[src/rtl/uart_pkg.sv]
// Shared framing constants for the second-count serial link (transmitter and receiver).
package uart_pkg;
  typedef enum logic [1:0] {
    IDLE  = 2'd0,
    START = 2'd1,
    DATA  = 2'd2,
    STOP  = 2'd3
  } rx_state_t;

  localparam int   BAUD_DIV_DEFAULT = 1042;
  localparam int   DATA_BITS        = 8;
  localparam logic STOP_LEVEL       = 1'b1;
endpackage

[src/rtl/sync_2ff.sv]
// Two-flop synchronizer for a single asynchronous input, reset to RST_VAL.
module sync_2ff #(
  parameter logic RST_VAL = 1'b1
) (
  input  logic clk,
  input  logic rst_n,
  input  logic d,
  output logic q
);
  logic meta_p0;

  always_ff @(posedge clk or negedge rst_n) begin
    if (!rst_n) begin
      meta_p0 <= RST_VAL;
      q       <= RST_VAL;
    end else begin
      meta_p0 <= d;
      q       <= meta_p0;
    end
  end
endmodule

[src/rtl/time_receiver.sv]
// 8-N-1 receiver for the second-count link: recovers bytes, latches the second value,
// and flags framing and sequence errors.
module time_receiver
  import uart_pkg::*;
#(
  parameter int BAUD_DIV = BAUD_DIV_DEFAULT,
  parameter int SEC_WRAP = 60
) (
  input  logic       clk_10M,
  input  logic       rst,
  input  logic       data_from_master,
  output logic [7:0] time_second,
  output logic       data_valid,
  output logic       frame_err,
  output logic       seq_err,
  output logic [1:0] rx_state,
  output logic [3:0] bit_num
);
  localparam int               CNT_W     = $clog2(BAUD_DIV);
  localparam logic [CNT_W-1:0] BIT_LAST  = CNT_W'(BAUD_DIV - 1);
  localparam logic [CNT_W-1:0] HALF_LAST = CNT_W'(BAUD_DIV / 2 - 1);
  localparam logic [3:0]       LAST_BIT  = 4'(DATA_BITS - 1);

  logic             line_sync, line_hist, fall;
  rx_state_t        state_q, state_d;
  logic [CNT_W-1:0] cnt_q, cnt_d;
  logic [3:0]       bit_d;
  logic [7:0]       shift_q, shift_d;
  logic             done_d, stop_ok_d;
  logic             vld_p0, stop_ok_p0;
  logic             have_ref;

  // prev+1 is formed at 9 bits so prev=255 never aliases to 0
  function automatic logic seq_break(input logic [7:0] prev, input logic [7:0] rx);
    logic [8:0] expected;
    expected = ({1'b0, prev} == 9'(SEC_WRAP - 1)) ? 9'd0 : {1'b0, prev} + 9'd1;
    return ({1'b0, rx} != expected) || (int'(rx) >= SEC_WRAP);
  endfunction

  sync_2ff #(.RST_VAL(1'b1)) u_sync (
    .clk   (clk_10M),
    .rst_n (rst),
    .d     (data_from_master),
    .q     (line_sync)
  );

  assign fall     = line_hist & ~line_sync;
  assign rx_state = state_q;

  always_comb begin
    state_d   = state_q;
    cnt_d     = cnt_q;
    bit_d     = bit_num;
    shift_d   = shift_q;
    done_d    = 1'b0;
    stop_ok_d = 1'b0;
    case (state_q)
      IDLE: begin
        cnt_d = '0;
        if (fall) state_d = START;
      end
      START: begin
        if (cnt_q == HALF_LAST) begin
          cnt_d = '0;
          if (!line_sync) begin
            state_d = DATA;
            bit_d   = '0;
          end else begin
            state_d = IDLE;
          end
        end else begin
          cnt_d = cnt_q + CNT_W'(1);
        end
      end
      DATA: begin
        if (cnt_q == BIT_LAST) begin
          cnt_d   = '0;
          shift_d = {line_sync, shift_q[7:1]};
          bit_d   = bit_num + 4'd1;
          if (bit_num == LAST_BIT) state_d = STOP;
        end else begin
          cnt_d = cnt_q + CNT_W'(1);
        end
      end
      STOP: begin
        if (cnt_q == BIT_LAST) begin
          cnt_d     = '0;
          state_d   = IDLE;
          done_d    = 1'b1;
          stop_ok_d = (line_sync == STOP_LEVEL);
        end else begin
          cnt_d = cnt_q + CNT_W'(1);
        end
      end
      default: state_d = IDLE;
    endcase
  end

  // p0: synchronizer history, FSM state and stop-bit verdict
  always_ff @(posedge clk_10M or negedge rst) begin
    if (!rst) begin
      line_hist  <= 1'b1;
      state_q    <= IDLE;
      cnt_q      <= '0;
      bit_num    <= '0;
      shift_q    <= '0;
      vld_p0     <= 1'b0;
      stop_ok_p0 <= 1'b0;
    end else begin
      line_hist  <= line_sync;
      state_q    <= state_d;
      cnt_q      <= cnt_d;
      bit_num    <= bit_d;
      shift_q    <= shift_d;
      vld_p0     <= done_d;
      stop_ok_p0 <= stop_ok_d;
    end
  end

  // p1: registered one-cycle result pulses and sequence tracking
  always_ff @(posedge clk_10M or negedge rst) begin
    if (!rst) begin
      time_second <= '0;
      data_valid  <= 1'b0;
      frame_err   <= 1'b0;
      seq_err     <= 1'b0;
      have_ref    <= 1'b0;
    end else begin
      data_valid <= 1'b0;
      frame_err  <= 1'b0;
      seq_err    <= 1'b0;
      if (vld_p0) begin
        if (stop_ok_p0) begin
          time_second <= shift_q;
          data_valid  <= 1'b1;
          seq_err     <= have_ref && seq_break(time_second, shift_q);
          have_ref    <= 1'b1;
        end else begin
          frame_err <= 1'b1;
        end
      end
    end
  end
endmodule

[config.mk]
export PLATFORM = sky130hd
export DESIGN_NAME = time_receiver
export DESIGN_NICKNAME = d
export VERILOG_FILES = /design/src/rtl/uart_pkg.sv /design/src/rtl/sync_2ff.sv /design/src/rtl/time_receiver.sv
export SDC_FILE = /design/constraint.sdc
export NUM_CORES = 1
export LEC_CHECK = 0
export CORE_UTILIZATION = 56
export DETAILED_ROUTE_END_ITERATION = 7
export PLACE_DENSITY_LB_ADDON = 0.05
export SETUP_SLACK_MARGIN = 0.02
export SYNTH_ARGS = -nofsm -noshare
export SYNTH_HDL_FRONTEND = slang
export SYNTH_HIERARCHICAL = 1
export SYNTH_SLANG_ARGS = --single-unit
[constraint.sdc]
create_clock -name clk_10M -period 2.7 [get_ports clk_10M]
set_clock_uncertainty 0.1 [all_clocks]
set_input_delay 0.54 -clock clk_10M [delete_from_list [all_inputs] [get_ports clk_10M]]
set_output_delay 0.54 -clock clk_10M [all_outputs]
set_load 0.005 [all_outputs]
# Word-level counts from Yosys, hierarchy flattened
# Index checks and enable logic that the tools add are counted.
# word_totals
reg_bits	42
latchBits	0
mem_bits_rw	0
romBits	0
inputBits	3
output_inout_bits	17
n_memories	0
# op_classes
add_sub_neg	3
mul	0
div_mod_pow	0
n_lt_le_gt_ge	1
n_eq_ne	14
shift	0
n_mux	25
bitwise	2
reduce_logical	9
# op_table
cell	n
$pmux 11 s3	1
$mux 11	2
$mux 2	6
$mux 4	3
$ne 2x2->1 const B	6
$add 11x1->11 const B	1
$eq 11x10->1 const B	1
$eq 11x11->1 const B	1
$mux 1	10
$add 8x1->9 const B	1
$mux 9	1
$ne 8x9->1	1
$eq 8x6->1 const B	1
$ge 8x6->1 const B	1
$pmux 2 s4	1
$pmux 4 s2	1
$reduce_and 5->1	1
$add 4x1->4 const B	1
$eq 2x2->1 const B	2
$eq 4x3->1 const B	1
$reduce_and 2->1	2
$reduce_and 4->1	1
$eq 2x1->1 const B	1
$logic_not 2->1	1
other kinds (6)	6

# Longest topological paths before layout
# Gate-level depths: netlist (run 1).
# depth
ltp_word	7
mapped_depth	8
ltp_nobuf	7

# By module
# Netlist (run 1), hierarchy kept.
# modules_own_cells
module	n_inst	cells_per_inst	area_per_inst_um2	seq_area_each_um2
time_receiver	1	188	2000.7	1002.2
sync_2ff	1	2	52.6	52.6

# Least setup slack after synthesis (run 1)
# OpenSTA, ideal clock, no wires.
# synth_timing
kind	register to register
startpoint	reg cnt_q[5]
endpoint	reg shift_q[6]
setup_time_ps	125
arrival_time_ps	1879
required_ps	2475
path_slack_ps	596
stages_incl_launch_ff	6
cell_sequence	dfrtp_1 or4_4 nor4_4 nand2_4 buf_6 mux2_4
# synth_via
elab_chain_cells	2
# synth_lines
item	line_no	rtl
start, declared	time_receiver.sv:26	logic [CNT_W-1:0] cnt_q, cnt_d;
start signal, assigned	time_receiver.sv:112	cnt_q <= cnt_d;
$eq 11x11->1	time_receiver.sv:76	if (cnt_q == BIT_LAST) begin
$reduce_and 2->1 (no line)	--	
end signal, assigned	time_receiver.sv:114	shift_q <= shift_d;
end, declared	time_receiver.sv:28	logic [7:0] shift_q, shift_d;
# Every way passes these cells.
# A chain may end at the register's enable or synchronous reset.

# Worst setup path after layout (run 1)
# layout_timing
startpoint	reg time_second[0]
endpoint	reg seq_err
# layout_via
elab_chain_cells	7
word_cells_on_any_way	8
# layout_lines
item	line_no	rtl
start, declared	time_receiver.sv:12	output logic [7:0] time_second,
start signal, assigned	time_receiver.sv:134	time_second <= shift_q;
$add 8x1->9 / $eq 8x6->1 (equally long branches)	time_receiver.sv:36	expected = ({1'b0, prev} == 9'(SEC_WRAP - 1)) ? 9'd0 : {1'b0, prev} + 9'd1;
$mux 9 (*)	time_receiver.sv:36	
$ne 8x9->1 (*)	time_receiver.sv:37	return ({1'b0, rx} != expected) || (int'(rx) >= SEC_WRAP);
$logic_or 1x1->1 (*)	time_receiver.sv:37	
$logic_and 1x1->1 (*)	time_receiver.sv:136	seq_err <= have_ref && seq_break(time_second, shift_q);
$mux 1 (*)	time_receiver.sv:133	if (stop_ok_p0) begin
$mux 1 (*)	time_receiver.sv:132	if (vld_p0) begin
end signal, assigned	time_receiver.sv:136	
end, declared	time_receiver.sv:15	output logic seq_err,
# Every way passes the cells marked *; elsewhere a longest branch is shown, timed or not.

==> results of run 1 <==
-- synth_stat cells (all sizes together), types with 4 or more instances --
master and n:
inv 8, mux2 11, dfrtp 39, nor2b 4, nand3 8, xnor2 8, ha 5, nor2 20
o21ai 12, nand2 20, xor2 8, and3 5
-- layout by cell type, fill, tap and decap left out, types with 2 or more instances in the layout --
cell and n:
mux2_4 2, o21ai_1 2, nor2_1 20, xnor2_1 8
o21ai_0 10, ha_1 5, dfrtp_1 39, o211ai_1 3
and2_1 2, a22o_1 2, clkdlybuf4s50_1 18, dfstp_2 3
xor2_1 8, inv_1 8, nand2_1 19, mux2_2 9
nor3_1 3, nand3_1 8, nor2b_1 4, a21o_1 2
and3_1 4, a31oi_1 2, clkbuf_4 5, nor4bb_1 2
-- critical path, stage by stage (launching register included) --
cell	delay (ns)
dfrtp_1	0.48
ha_1	0.25
and4_1	0.23
nand2_1	0.13
or4_1	0.43
a2111oi_0	0.44
a31oi_1	0.13
-- state kept, by name, indices dropped and copies added, names as in the netlist, named ones only --
name	flops
cnt_q	11
shift_q	8
time_second	8
bit_num	4
data_valid	1
frame_err	1
have_ref	1
line_hist	1
rx_state	1
seq_err	1
stop_ok_p0	1
u_sync/meta_p0	1
u_sync/q	1
vld_p0	1
-- stage by stage --
step,std cells,setup WS (ns),utilization,hold slack (ns),total power (uW)
after floorplan,190,0.5961,-,0.1444,825.3
after global placement,252,0.4169,0.6667,0.2459,868.2
after detailed placement,252,0.3877,0.6667,0.2514,878.1
after CTS,259,0.3646,0.6905,0.2285,1281
after global routing,259,0.1618,0.6905,0.2697,1333
final,259,0.3867,0.6905,0.2050,1266
-- power breakdown --
group          switching, uW  internal, uW  total (uW)  leakage [uW]
clock network            185           216         401     0.0000443
logic                   65.7          66.4         132      0.000489
registers               63.2           670         733      0.000566
total                    314           952        1270       0.00110
-- per-layer routing --
layer,up-vias,track usage,wire length (um)
met3,8,0.05839,104
met2,24,0.3492,1688
met4,0,0.08430,69
met5,-,0,0
li1,711,-,-
met1,679,0.2655,1694
-- kinds of logic after synthesis --
logic type                 Yosys count  synth area share
adders and majority gates            5           0.03047
AOI/OAI and AO/OA                   30           0.09872
DFF                                 42            0.5137
xor gates and xnor gates            16           0.06825
and+or+nand+nor                     74            0.1974
buffers and inverters               12           0.02743
muxes                               11           0.06399
-- layout make-up --
class / count / area share
Clock inverter: 1 / 0.01273
Sequential cell: 42 / 0.4472
Clock buffer: 6 / 0.02175
Timing Repair Buffer: 20 / 0.08170
Multi-Input combinational cell: 136 / 0.3995
Inverter: 8 / 0.01273
Tap cell: 46 / 0.02440
-- worst paths after layout --
path	endpoint	slack [ns]
max	seq_err	0.39
min	time_second[1]	0.21
min reg2reg	u_sync/q	0.26
min in group clk_10M	u_sync/q	0.26
max reg2reg	seq_err	0.39
max in group asynchronous	bit_num[3]	1.74
==> results.json, run 1 <==
{
  "status": "complete, no violations",
  "grtUsageTotal": 0.2126,
  "yosys.area.top_type_share": 0.4753,
  "yosysWarnings": 6,
  "netlist_area_um2": 2053,
  "cts.sinks": 42,
  "fin_setup_tns_ns": 0,
  "post-route-min-period_ns": 2.313,
  "drt_first_pass_iters": 4,
  "ys_seq_elements": 42,
  "tightest_slew_ns": 0.8846,
  "multiInputGateArea_um2": 942.2,
  "maxCapViolCount": 0,
  "root_buffer": "clkbuf_4",
  "fmax_mhz": 432.3,
  "relSlewSlack": 0.4103,
  "end_kind": "flop",
  "synth_fp_nets": 198,
  "cts_hold_buffers": 0,
  "cp-startpoint": "time_second[0]",
  "hpwl_um": 2555,
  "routed_wl_um": 3556,
  "cts-resized-gates": 0,
  "crit_type": "flop to flop",
  "nets": 221,
  "reg2regPathDepth": 6,
  "drive_gt1_frac": 0.1362,
  "cts_buffers": 5,
  "num_rows": 21,
  "die_x_um": 62.55,
  "gp_congestion": 0.8039,
  "crit_required_ns": 2.81,
  "async_reset_ff_frac": 1.000,
  "area_delta_synth_final_pct": 14.87,
  "clock_path_buffers": 2,
  "maxSlewViolCount": 0,
  "peakVddDrop_uv": 331.7,
  "overflow": 0,
  "clk_pin_slew_ns": 0.11,
  "regToRegStartpoint": "time_second[0]",
  "setup_viol": 0,
  "yosys.area.top_type": "dfrtp_1",
  "postSynthCellCount": 190,
  "ys_types": 46,
  "power_leakage_uw": 0.001100,
  "io_buffer_count": 19,
  "power.density_nw_per_um2": 536.9,
  "antenna_found_initial": 0,
  "die_h_um": 62.55,
  "vias": 1422,
  "yosys_most_used_dff": "dfrtp_1",
  "tritoncts": "done",
  "dieArea_um2": 3913,
  "io_pins": 20,
  "cts_setup_buffers": 0,
  "ant_nets": 0,
  "core_um2": 3416,
  "fin_crit_sh": 0.8568,
  "wl_per_cell_um": 13.73,
  "drt_iter0_drc": 40,
  "synth_seq_area_share": 0.5137,
  "placed_area_um2": 2277,
  "drc": 0,
  "seqCellArea_um2": 1055,
  "stdcell_area_um2": 2359,
  "synth-edff-count": 0,
  "finalHoldViolCount": 0,
  "floorplan.initialDensity": 0.6011,
  "hold_class": "input pin to async pin",
  "grt_pass1_wl_um": 6506,
  "cp.arrival_ns": 2.43,
  "synth.area.top_cells": "dfrtp_1 (48%), mux2_2 (4.9%), dfstp_2 (3.8%)",
  "antenna_cells": 0,
  "htreeDepth": 2,
  "crit_fanout": 7,
  "rsz0062_at_grt": "false",
  "grt_pass1_vias": 1464,
  "avgSynthCellArea_um2": 10.81,
  "clk-insertion-delay-late_ns": 0.34,
  "grt_max_degree": 43,
  "start_kind": "flop",
  "nFillCells": 266,
  "viasPerCell": 5.490
}
Note: power is estimated with default switching activity, not from simulation.
==> run 2: changes to the inputs <==
--- a/config.mk
+++ b/config.mk
@@ -5,7 +5,7 @@
 export SDC_FILE = /design/constraint.sdc
 export NUM_CORES = 1
 export LEC_CHECK = 0
-export CORE_UTILIZATION = 56
+export CORE_UTILIZATION = 60
 export DETAILED_ROUTE_END_ITERATION = 7
 export PLACE_DENSITY_LB_ADDON = 0.05
 export SETUP_SLACK_MARGIN = 0.02
==> constraint.sdc (replaced) <==
create_clock -name clk_10M -period 2.9 [get_ports clk_10M]
set_clock_uncertainty 0.1 [all_clocks]
set_input_delay 0.58 -clock clk_10M [delete_from_list [all_inputs] [get_ports clk_10M]]
set_output_delay 0.58 -clock clk_10M [all_outputs]
set_load 0.005 [all_outputs]
==> results.json, run 2 (synthesis gave the netlist of run 1 again) <==
{
  "floorplan.initialDensity": 0.6512,
  "crit_type": "flop to flop",
  "grt_max_degree": 43,
  "setup_viol": 0,
  "hpwl_um": 2636,
  "dp.cells": 250,
  "reg2regPathDepth": 6,
  "overflow": 0,
  "tritoncts": "done",
  "viasPerCell": 5.680,
  "maxCapViolCount": 0,
  "slowest_delay_ns": 0.47,
  "drc": 0,
  "drive_gt1_frac": 0.1321,
  "power.density_nw_per_um2": 467.1,
  "fin_crit_sh": 0.7988,
  "cts_buffers": 5,
  "finalHoldViolCount": 0,
  "regMostFlops": "cnt_q",
  "multiInputGateArea_um2": 942.2,
  "drt_iter0_drc": 86,
  "largest_reg_flops": 11,
  "rsz0062_at_grt": "false",
  "area_delta_synth_final_pct": 13.28,
  "cts-resized-gates": 0,
  "die_h_um": 60.50,
  "grt_pass1_vias": 1461,
  "clock_path_buffers": 2,
  "rrSetupSlack_ns": 0.58,
  "cp.buffers_inverters": 0,
  "grt_pass1_wl_um": 6230,
  "holdWs_ns": 0.2512,
  "start_kind": "flop",
  "final_common_cell": "dfrtp_1",
  "vias": 1454,
  "maxSlewViolCount": 0,
  "grtUsageTotal": 0.2351,
  "nFillCells": 250,
  "ant_nets": 0,
  "crit_family": "simple AND/OR/NAND/NOR gates",
  "dieArea_um2": 3660,
  "power_leakage_uw": 0.001085,
  "core_um2": 3153,
  "drt_first_pass_iters": 4,
  "reg.largest.list": "cnt_q (11), shift_q (8), time_second (8)",
  "clk_pin_slew_ns": 0.12,
  "root_buffer": "clkbuf_4",
  "crit_required_ns": 3.01,
  "end_kind": "flop",
  "regToRegStartpoint": "time_second[0]",
  "p_total_uw": 1086,
  "cp_cell_sequence": "ha_1, and4_1, nand2_1, or4_1, a2111oi_0, a31oi_1",
  "io_pins": 20,
  "htreeDepth": 2,
  "relSlewSlack": 0.4081,
  "die_x_um": 60.50,
  "tightest_slew_ns": 0.8878,
  "nets": 221,
  "antenna_found_initial": 0,
  "fin_setup_tns_ns": 0,
  "seqCellArea_um2": 1055,
  "post-route-min-period_ns": 2.316,
  "peakVddDrop_uv": 391.7,
  "layout.cells.non_filler": 256,
  "status": "complete, no violations",
  "fmax_mhz": 431.7,
  "wl_per_cell_um": 14.42,
  "clk-insertion-delay-late_ns": 0.34,
  "preCtsSetupSlack_ns": 0.5900,
  "num_rows": 20,
  "hold_class": "input pin to async pin",
  "crit_path_top_delay_cell": "dfrtp_1",
  "timing.rr.end": "seq_err",
  "gp_congestion": 0.8379,
  "cts_hold_buffers": 0,
  "cts_setup_buffers": 0,
  "routed_wl_um": 3691,
  "io_buffer_count": 19,
  "cp.arrival_ns": 2.43,
  "crit_fanout": 7,
  "antenna_cells": 0,
  "cts.sinks": 42,
  "worst_slack_ns": 0.5836,
  "mostFrequentLayoutCells": "dfrtp_1 (39), nor2_1 (20), nand2_1 (19), clkdlybuf4s50_1 (18), o21ai_0 (10)"
}
run 2: cell type report:
type                       instances  share of cell area
timing repair buffer              20             0.08284
tap                               44             0.02367
inverter                           8             0.01291
clock buffer                       6             0.02205
sequential                        42              0.4535
multi-input combinational        136              0.4051
run 2: layer usage:
metal	GRT usage	vias up	share of wire
li1	-	706	-
met1	0.2869	707	0.45
met2	0.3925	35	0.50
met3	0.06610	6	0.032
met4	0.1006	0	0.017
met5	0	-	0
run 2: worst max-delay path by stage:
| stage | startpoint | end | slack [ns] | depth (start not counted) |
|---|---|---|---|---|
| 2_1_floorplan | cnt_q[5] | shift_q[6] | 0.80 | 5 |
| 3_3_place_gp | time_second[0] | seq_err | 0.58 | 6 |
| 3_5_place_dp | time_second[0] | seq_err | 0.59 | 6 |
| 4_1_cts | time_second[0] | seq_err | 0.57 | 6 |
| 5_1_grt | time_second[0] | seq_err | 0.45 | 6 |
| 6_report | time_second[0] | seq_err | 0.58 | 6 |
run 2: where the power goes:
group / internal [uW] / leakage (uW) / switching [uW]
clock network: 110 / 0.0000302 / 172
registers: 624 / 0.000566 / 57.3
logic: 61.7 / 0.000489 / 62.5
run 2: metrics by stage:
step / cell area (um2) / utilization
finish: 2326 / 0.7377
global route: 2326 / 0.7377
CTS: 2326 / 0.7377
detailed placement: 2275 / 0.7214
global placement: 2275 / 0.7214
floorplan: 2053 / -
